## src/rtl/alu_pkg.sv

```systemverilog
// Shared op-code map and FSM encoding for the multicycle ALU.
package alu_pkg;

  localparam logic [3:0] OP_ADD  = 4'b0000;
  localparam logic [3:0] OP_SUB  = 4'b0001;
  localparam logic [3:0] OP_AND  = 4'b0010;
  localparam logic [3:0] OP_OR   = 4'b0011;
  localparam logic [3:0] OP_XOR  = 4'b0100;
  localparam logic [3:0] OP_SLT  = 4'b0101;
  localparam logic [3:0] OP_SLL  = 4'b0110;
  localparam logic [3:0] OP_SRL  = 4'b0111;
  localparam logic [3:0] OP_MUL  = 4'b1000;
  localparam logic [3:0] OP_DIVU = 4'b1001;
  localparam logic [3:0] OP_REMU = 4'b1010;
  localparam logic [3:0] OP_SLTU = 4'b1011;

  typedef enum logic [1:0] {S_IDLE, S_CALC, S_DONE} state_t;

  function automatic logic is_multi(input logic [3:0] o);
    return (o == OP_MUL) || (o == OP_DIVU) || (o == OP_REMU);
  endfunction

endpackage

```

## src/rtl/alu_core.sv

```systemverilog
// Combinational single-cycle ALU ops; anything not handled here (incl. 11xx) yields 0.
module alu_core import alu_pkg::*; #(
  parameter int WIDTH = 32,
  parameter int SHW   = $clog2(WIDTH)
) (
  input  logic [WIDTH-1:0] a,
  input  logic [WIDTH-1:0] b,
  input  logic [3:0]       op,
  output logic [WIDTH-1:0] y
);

  always_comb begin
    y = '0;
    case (op)
      OP_ADD:  y = a + b;
      OP_SUB:  y = a - b;
      OP_AND:  y = a & b;
      OP_OR:   y = a | b;
      OP_XOR:  y = a ^ b;
      OP_SLT:  y = {{(WIDTH-1){1'b0}}, $signed(a) < $signed(b)};
      OP_SLTU: y = {{(WIDTH-1){1'b0}}, a < b};
      OP_SLL:  y = a << b[SHW-1:0];
      OP_SRL:  y = a >> b[SHW-1:0];
      default: y = '0;
    endcase
  end

endmodule

```

## src/rtl/multicycle_alu.sv

```systemverilog
// Registered ALU with valid/ready handshake; mul/divu/remu iterate one bit per cycle.
module multicycle_alu import alu_pkg::*; #(
  parameter int WIDTH = 32,
  parameter int SHW   = $clog2(WIDTH)
) (
  input  logic             clk,
  input  logic             rst,
  input  logic             in_valid,
  output logic             in_ready,
  input  logic [WIDTH-1:0] a,
  input  logic [WIDTH-1:0] b,
  input  logic [3:0]       op,
  output logic             out_valid,
  input  logic             out_ready,
  output logic [WIDTH-1:0] result,
  output logic             zero
);

  state_t           state, state_n;
  logic [SHW-1:0]   cnt, cnt_n;
  logic [3:0]       op_q, op_n;
  logic [WIDTH-1:0] acc, acc_n;
  logic [WIDTH-1:0] x, x_n;
  logic [WIDTH-1:0] y, y_n;
  logic [WIDTH-1:0] res_n;
  logic             ov_n;
  logic [WIDTH-1:0] core_y;

  alu_core #(.WIDTH(WIDTH), .SHW(SHW)) u_core (
    .a  (a),
    .b  (b),
    .op (op),
    .y  (core_y)
  );

  // mul: acc = product, x = shifted multiplicand, y = shifted multiplier.
  // div: acc = partial remainder, x = dividend shifting into quotient, y = divisor.
  logic [WIDTH-1:0] mul_acc;
  logic [WIDTH:0]   rsh;
  logic             sub_ok;
  logic [WIDTH-1:0] div_rem;
  logic [WIDTH-1:0] div_quo;

  assign mul_acc = y[0] ? acc + x : acc;
  assign rsh     = {acc, x[WIDTH-1]};
  assign sub_ok  = rsh >= {1'b0, y};
  assign div_rem = sub_ok ? rsh[WIDTH-1:0] - y : rsh[WIDTH-1:0];
  assign div_quo = {x[WIDTH-2:0], sub_ok};

  always_comb begin
    state_n = state;
    cnt_n   = cnt;
    op_n    = op_q;
    acc_n   = acc;
    x_n     = x;
    y_n     = y;
    res_n   = result;
    ov_n    = out_valid;
    case (state)
      S_IDLE: if (in_valid) begin
        if (is_multi(op)) begin
          op_n    = op;
          x_n     = a;
          y_n     = b;
          acc_n   = '0;
          cnt_n   = SHW'(WIDTH-1);
          state_n = S_CALC;
        end else begin
          res_n   = core_y;
          ov_n    = 1'b1;
          state_n = S_DONE;
        end
      end
      S_CALC: begin
        if (op_q == OP_MUL) begin
          acc_n = mul_acc;
          x_n   = x << 1;
          y_n   = y >> 1;
        end else begin
          acc_n = div_rem;
          x_n   = div_quo;
        end
        if (cnt == '0) begin
          res_n   = (op_q == OP_MUL)  ? mul_acc :
                    (op_q == OP_DIVU) ? div_quo : div_rem;
          ov_n    = 1'b1;
          state_n = S_DONE;
        end else begin
          cnt_n = cnt - SHW'(1);
        end
      end
      S_DONE: if (out_ready) begin
        ov_n    = 1'b0;
        state_n = S_IDLE;
      end
      default: state_n = S_IDLE;
    endcase
  end

  always_ff @(posedge clk) begin
    if (rst) state <= S_IDLE;
    else     state <= state_n;
  end

  always_ff @(posedge clk) begin
    if (rst) begin
      cnt       <= '0;
      op_q      <= OP_ADD;
      acc       <= '0;
      x         <= '0;
      y         <= '0;
      result    <= '0;
      out_valid <= 1'b0;
    end else begin
      cnt       <= cnt_n;
      op_q      <= op_n;
      acc       <= acc_n;
      x         <= x_n;
      y         <= y_n;
      result    <= res_n;
      out_valid <= ov_n;
    end
  end

  assign in_ready = (state == S_IDLE);
  assign zero     = out_valid && (result == '0);

endmodule

```

## config.mk

```make
export PLATFORM = sky130hd
export DESIGN_NAME = multicycle_alu
export DESIGN_NICKNAME = d
export VERILOG_FILES = /design/src/rtl/alu_pkg.sv /design/src/rtl/alu_core.sv /design/src/rtl/multicycle_alu.sv
export SDC_FILE = /design/constraint.sdc
export NUM_CORES = 1
export LEC_CHECK = 0
export BUFFER_PORTS_ARGS = -buffer_cell sky130_fd_sc_hd__buf_2
export CAP_MARGIN = 15
export CORE_MARGIN = 2
export CORE_UTILIZATION = 38
export CTS_CLUSTER_SIZE = 24
export DETAILED_ROUTE_END_ITERATION = 12
export GPL_TIMING_DRIVEN = 0
export PLACE_DENSITY = 0.57
export SYNTH_ARGS = -nofsm -noshare
export SYNTH_HDL_FRONTEND = slang
export SYNTH_HIERARCHICAL = 1
export SYNTH_SLANG_ARGS = --single-unit
```

## constraint.sdc

```tcl
create_clock -name clk -period 13.31 [get_ports clk]
set_input_delay 2.662 -clock clk [delete_from_list [all_inputs] [get_ports clk]]
set_output_delay 2.662 -clock clk [all_outputs]
set_load 0.01 [all_outputs]
```

==> impl_metrics.csv <==
group,metric,value,unit
outcome,outcome,"finished clean",
setup_path,start_kind,"input port",
job,drv_cap,0,
route,drtPass1Iterations,6,
clock_network,clockBufferDepth,2,
placement,io_buffers,105,
grt,grt_overflow_total,0,
setup_path,critPathMaxFanout,11,
synthesis,synth_nets,2891,
setup_path,path_common_cell,"buf_2",
sta,slew-limit-headroom,0.08596,
sta,hold_violations,0,
die,fp.dieW,227.9,um
placement,placed_cells,3434,
clock_network,clock_sinks,140,
grt,grt_pass1_wl,162200,um
synthesis,netlist_area,19050,um2
sta,rsz0062_at_grt,"no",
clock_network,clk_pin_slew_worst_paths,0.07,ns
synthesis,yosysUniqueCellTypes,98,
sta,drv_slew,0,
setup_path,critPathLaunch,"b[2]",
finish,final_common_cell,"nor2_1",
synthesis,ys.flop_type,"dfxtp_1",
power,peakVddDrop,102.3,uV
setup_path,crit_slowest_cell,"buf_1",
sta,finClkSkew,0.01208,ns
setup_path,reg2reg_slack,8.69,ns
clock_network,postCtsSetupBuffers,0,
setup_path,cp.required,13.65,ns
die,io_pins,107,
clock_network,cts_root_buf,"clkbuf_16",
die,dieArea,51940,um2
finish,fillers,5369,
clock_network,clk-insertion-delay-late,0.46,ns
synthesis,synthCells,2653,
route,viasPerCell,6.790,
finish,syn2layout_area_growth,10.51,%
synthesis,synth-edff-count,0,
sta,worst_pin_slew,1.362,ns
placement,place_congestion,1.117,
synthesis,syn_area_per_cell,7.181,um2
power,power_density,120.1,nW/um2
die,core_area,49860,um2
setup_path,setup.worst_path.end_class,"register",
setup_path,r2r_cells,12,
setup_path,rr_startpoint,"acc[11]",
die,die_y,227.9,um
hold_path,worstHoldPathType,"reg -> reg",
grt,grt_pass1_vias,22010,
clock_network,post_cts_resized,0,
grt,grt_antenna_before_repair,7,
route,dr_total_vias,23550,
route,drc,0,
finish,stdcell_count,3468,
clock_network,numCtsBuffers,17,
clock_network,htree_levels,4,
synthesis,synth_warnings,6,
sta,fin_setup_tns,0,ns
finish,drive_gt1_frac,0.09839,
sta,period_needed,8.980,ns
finish,layout.nets,3020,
die,initial_core_util,0.3821,
setup_path,critPathKind,"in -> reg",
finish,most-common-layout-cells,"nor2_1 (308), nand2_1 (270), a21oi_1 (244), o21ai_0 (165), ha_1 (162)",
route,antenna_left,0,
synthesis,synth-seq-cells,140,
route,wirelength,115600,um
synthesis,ys_seq_area_frac,0.1471,
power,leakage,8.524,nW
placement,place_hpwl,92030,um
setup_path,cp.arrival,9.32,ns
sta,clock.fmax,111.4,MHz
setup_path,r2r_end,"result[6]",
route,drt_iter0_markers,2841,
synthesis,synthArstFlopShare,0,
route,wl_per_cell,33.32,um
setup_path,max_stage_delay,0.61,ns
grt,grt.total_usage,0.4296,
grt,grt_max_degree,17,
clock_network,postCtsHoldBufs,0,
sta,finalSetupViolations,0,
setup_path,endpoint,"result[28]",
setup_path,crit_path_cell_trace,"buf_2 > inv_1 > buf_1 > clkbuf_1 > buf_2 > buf_2 > ha_1 > clkbuf_2 > nor2_1 > o221ai_1 > a311oi_1 > a41oi_1 > o21ai_1 > a31oi_1 > o21ai_2 > mux2i_1 > nand3_1 > nor3_1 > nor3_1 > nand4_1 > or2_2 > nand3_1",
sta,timing.final.crit_share,0.6747,
die,rows,82,
clock_network,cts_tree,"done",
cell type report:
| type | count | area (um2) | share of cell area |
|---|---|---|---|
| inverter | 157 | 589.3 | 0.02799 |
| clock inverter | 15 | 153.9 | 0.007310 |
| sequential | 140 | 2803 | 0.1331 |
| buffer | 195 | 887.1 | 0.04213 |
| tap | 672 | 840.8 | 0.03994 |
| antenna | 1 | 2.502 | 0.0001189 |
| clock buffer | 17 | 425.4 | 0.02021 |
| timing repair buffer | 110 | 566.8 | 0.02692 |
| multi-input combinational | 2161 | 14790 | 0.7023 |
worst min path at each step:
| stage | start | endpoint | slack (ns) | cells after the start |
|---|---|---|---|---|
| 2_1_floorplan | op_q[1] | op_q[1] | 0.44 | 2 |
| 3_3_place_gp | op_q[1] | op_q[1] | 0.46 | 2 |
| 3_5_place_dp | op_q[1] | op_q[1] | 0.46 | 2 |
| 4_1_cts | op_q[1] | op_q[1] | 0.47 | 2 |
| 5_1_grt | op_q[1] | op_q[1] | 0.50 | 2 |
| 6_report | op_q[1] | op_q[1] | 0.47 | 2 |
state kept, by name, indices dropped and copies added (netlist names):
signal and count:
cnt 5, op_q 4, x 32, y 32, state 2, acc 32
out_valid 1, result 32
metrics by stage:
stage | worst slack, ns | power, mW | instance area, um2 | util | hold WS, ns
final | 4.330 | 2.529 | 21050 | 0.4222 | 0.4694
after global routing | 4.252 | 2.621 | 21050 | 0.4222 | 0.4954
after CTS | 4.645 | 2.455 | 21040 | 0.4219 | 0.4697
after detailed placement | 4.184 | 1.969 | 20460 | 0.4103 | 0.4603
after global placement | 4.122 | 1.961 | 20420 | 0.4095 | 0.4552
after floorplan | 6.598 | 1.424 | 19050 | - | 0.4367
cell families after synthesis:
logic type | count (synthesis) | share of synthesized area
flip-flops | 140 | 0.1471
buffers and inverters | 352 | 0.07749
adder cells (fa/ha/maj) | 166 | 0.1106
AND/OR/NAND/NOR | 885 | 0.2105
XOR/XNOR | 60 | 0.02758
AO/OA/AOI/OAI | 924 | 0.3238
multiplexers | 126 | 0.1029
worst max-delay path: cells and delay by family:
kind	cells	cell delay, ns
buf+inv	7	2.55
compound gates	6	2.04
simple gates	7	1.43
fa+ha+maj	1	0.30
mux	1	0.28
Yosys cell counts (29+ instances only):
cell type	n	area (um2)
mux2i_1	58	580.6
a31oi_1	36	225.2
a311oi_1	43	376.6
nand2_1	270	1013
mux4_2	45	1013
a221oi_1	37	324.1
dfxtp_1	140	2803
nand3_1	57	285.3
a21oi_1	244	1221
a21o_1	43	322.8
nor3_1	61	305.3
a211oi_1	44	330.3
nor2_1	308	1156
clkbuf_1	141	529.3
ha_1	162	2027
a22oi_1	67	503.0
inv_1	154	578.1
xnor2_1	41	359.1
o21ai_0	165	825.8
o211ai_1	33	247.7
or3_1	29	181.4
routing by layer:
layer  up-vias  GRT usage  part of all wire
met1     11400     0.5121              0.38
met2      1553     0.6852              0.44
met3       430    0.08113             0.085
li1      10160          -                 -
met4         6     0.3282             0.095
met5         -          0           0.00040
power breakdown:
group	leakage, nW	total [mW]	switching [mW]	internal (mW)
Combinational	7.11	1.50	1.02	0.479
Sequential	1.14	0.538	0.0741	0.464
Clock	0.269	0.491	0.227	0.264
Total	8.52	2.53	1.32	1.21
Note: power is estimated with default switching activity, not from simulation.
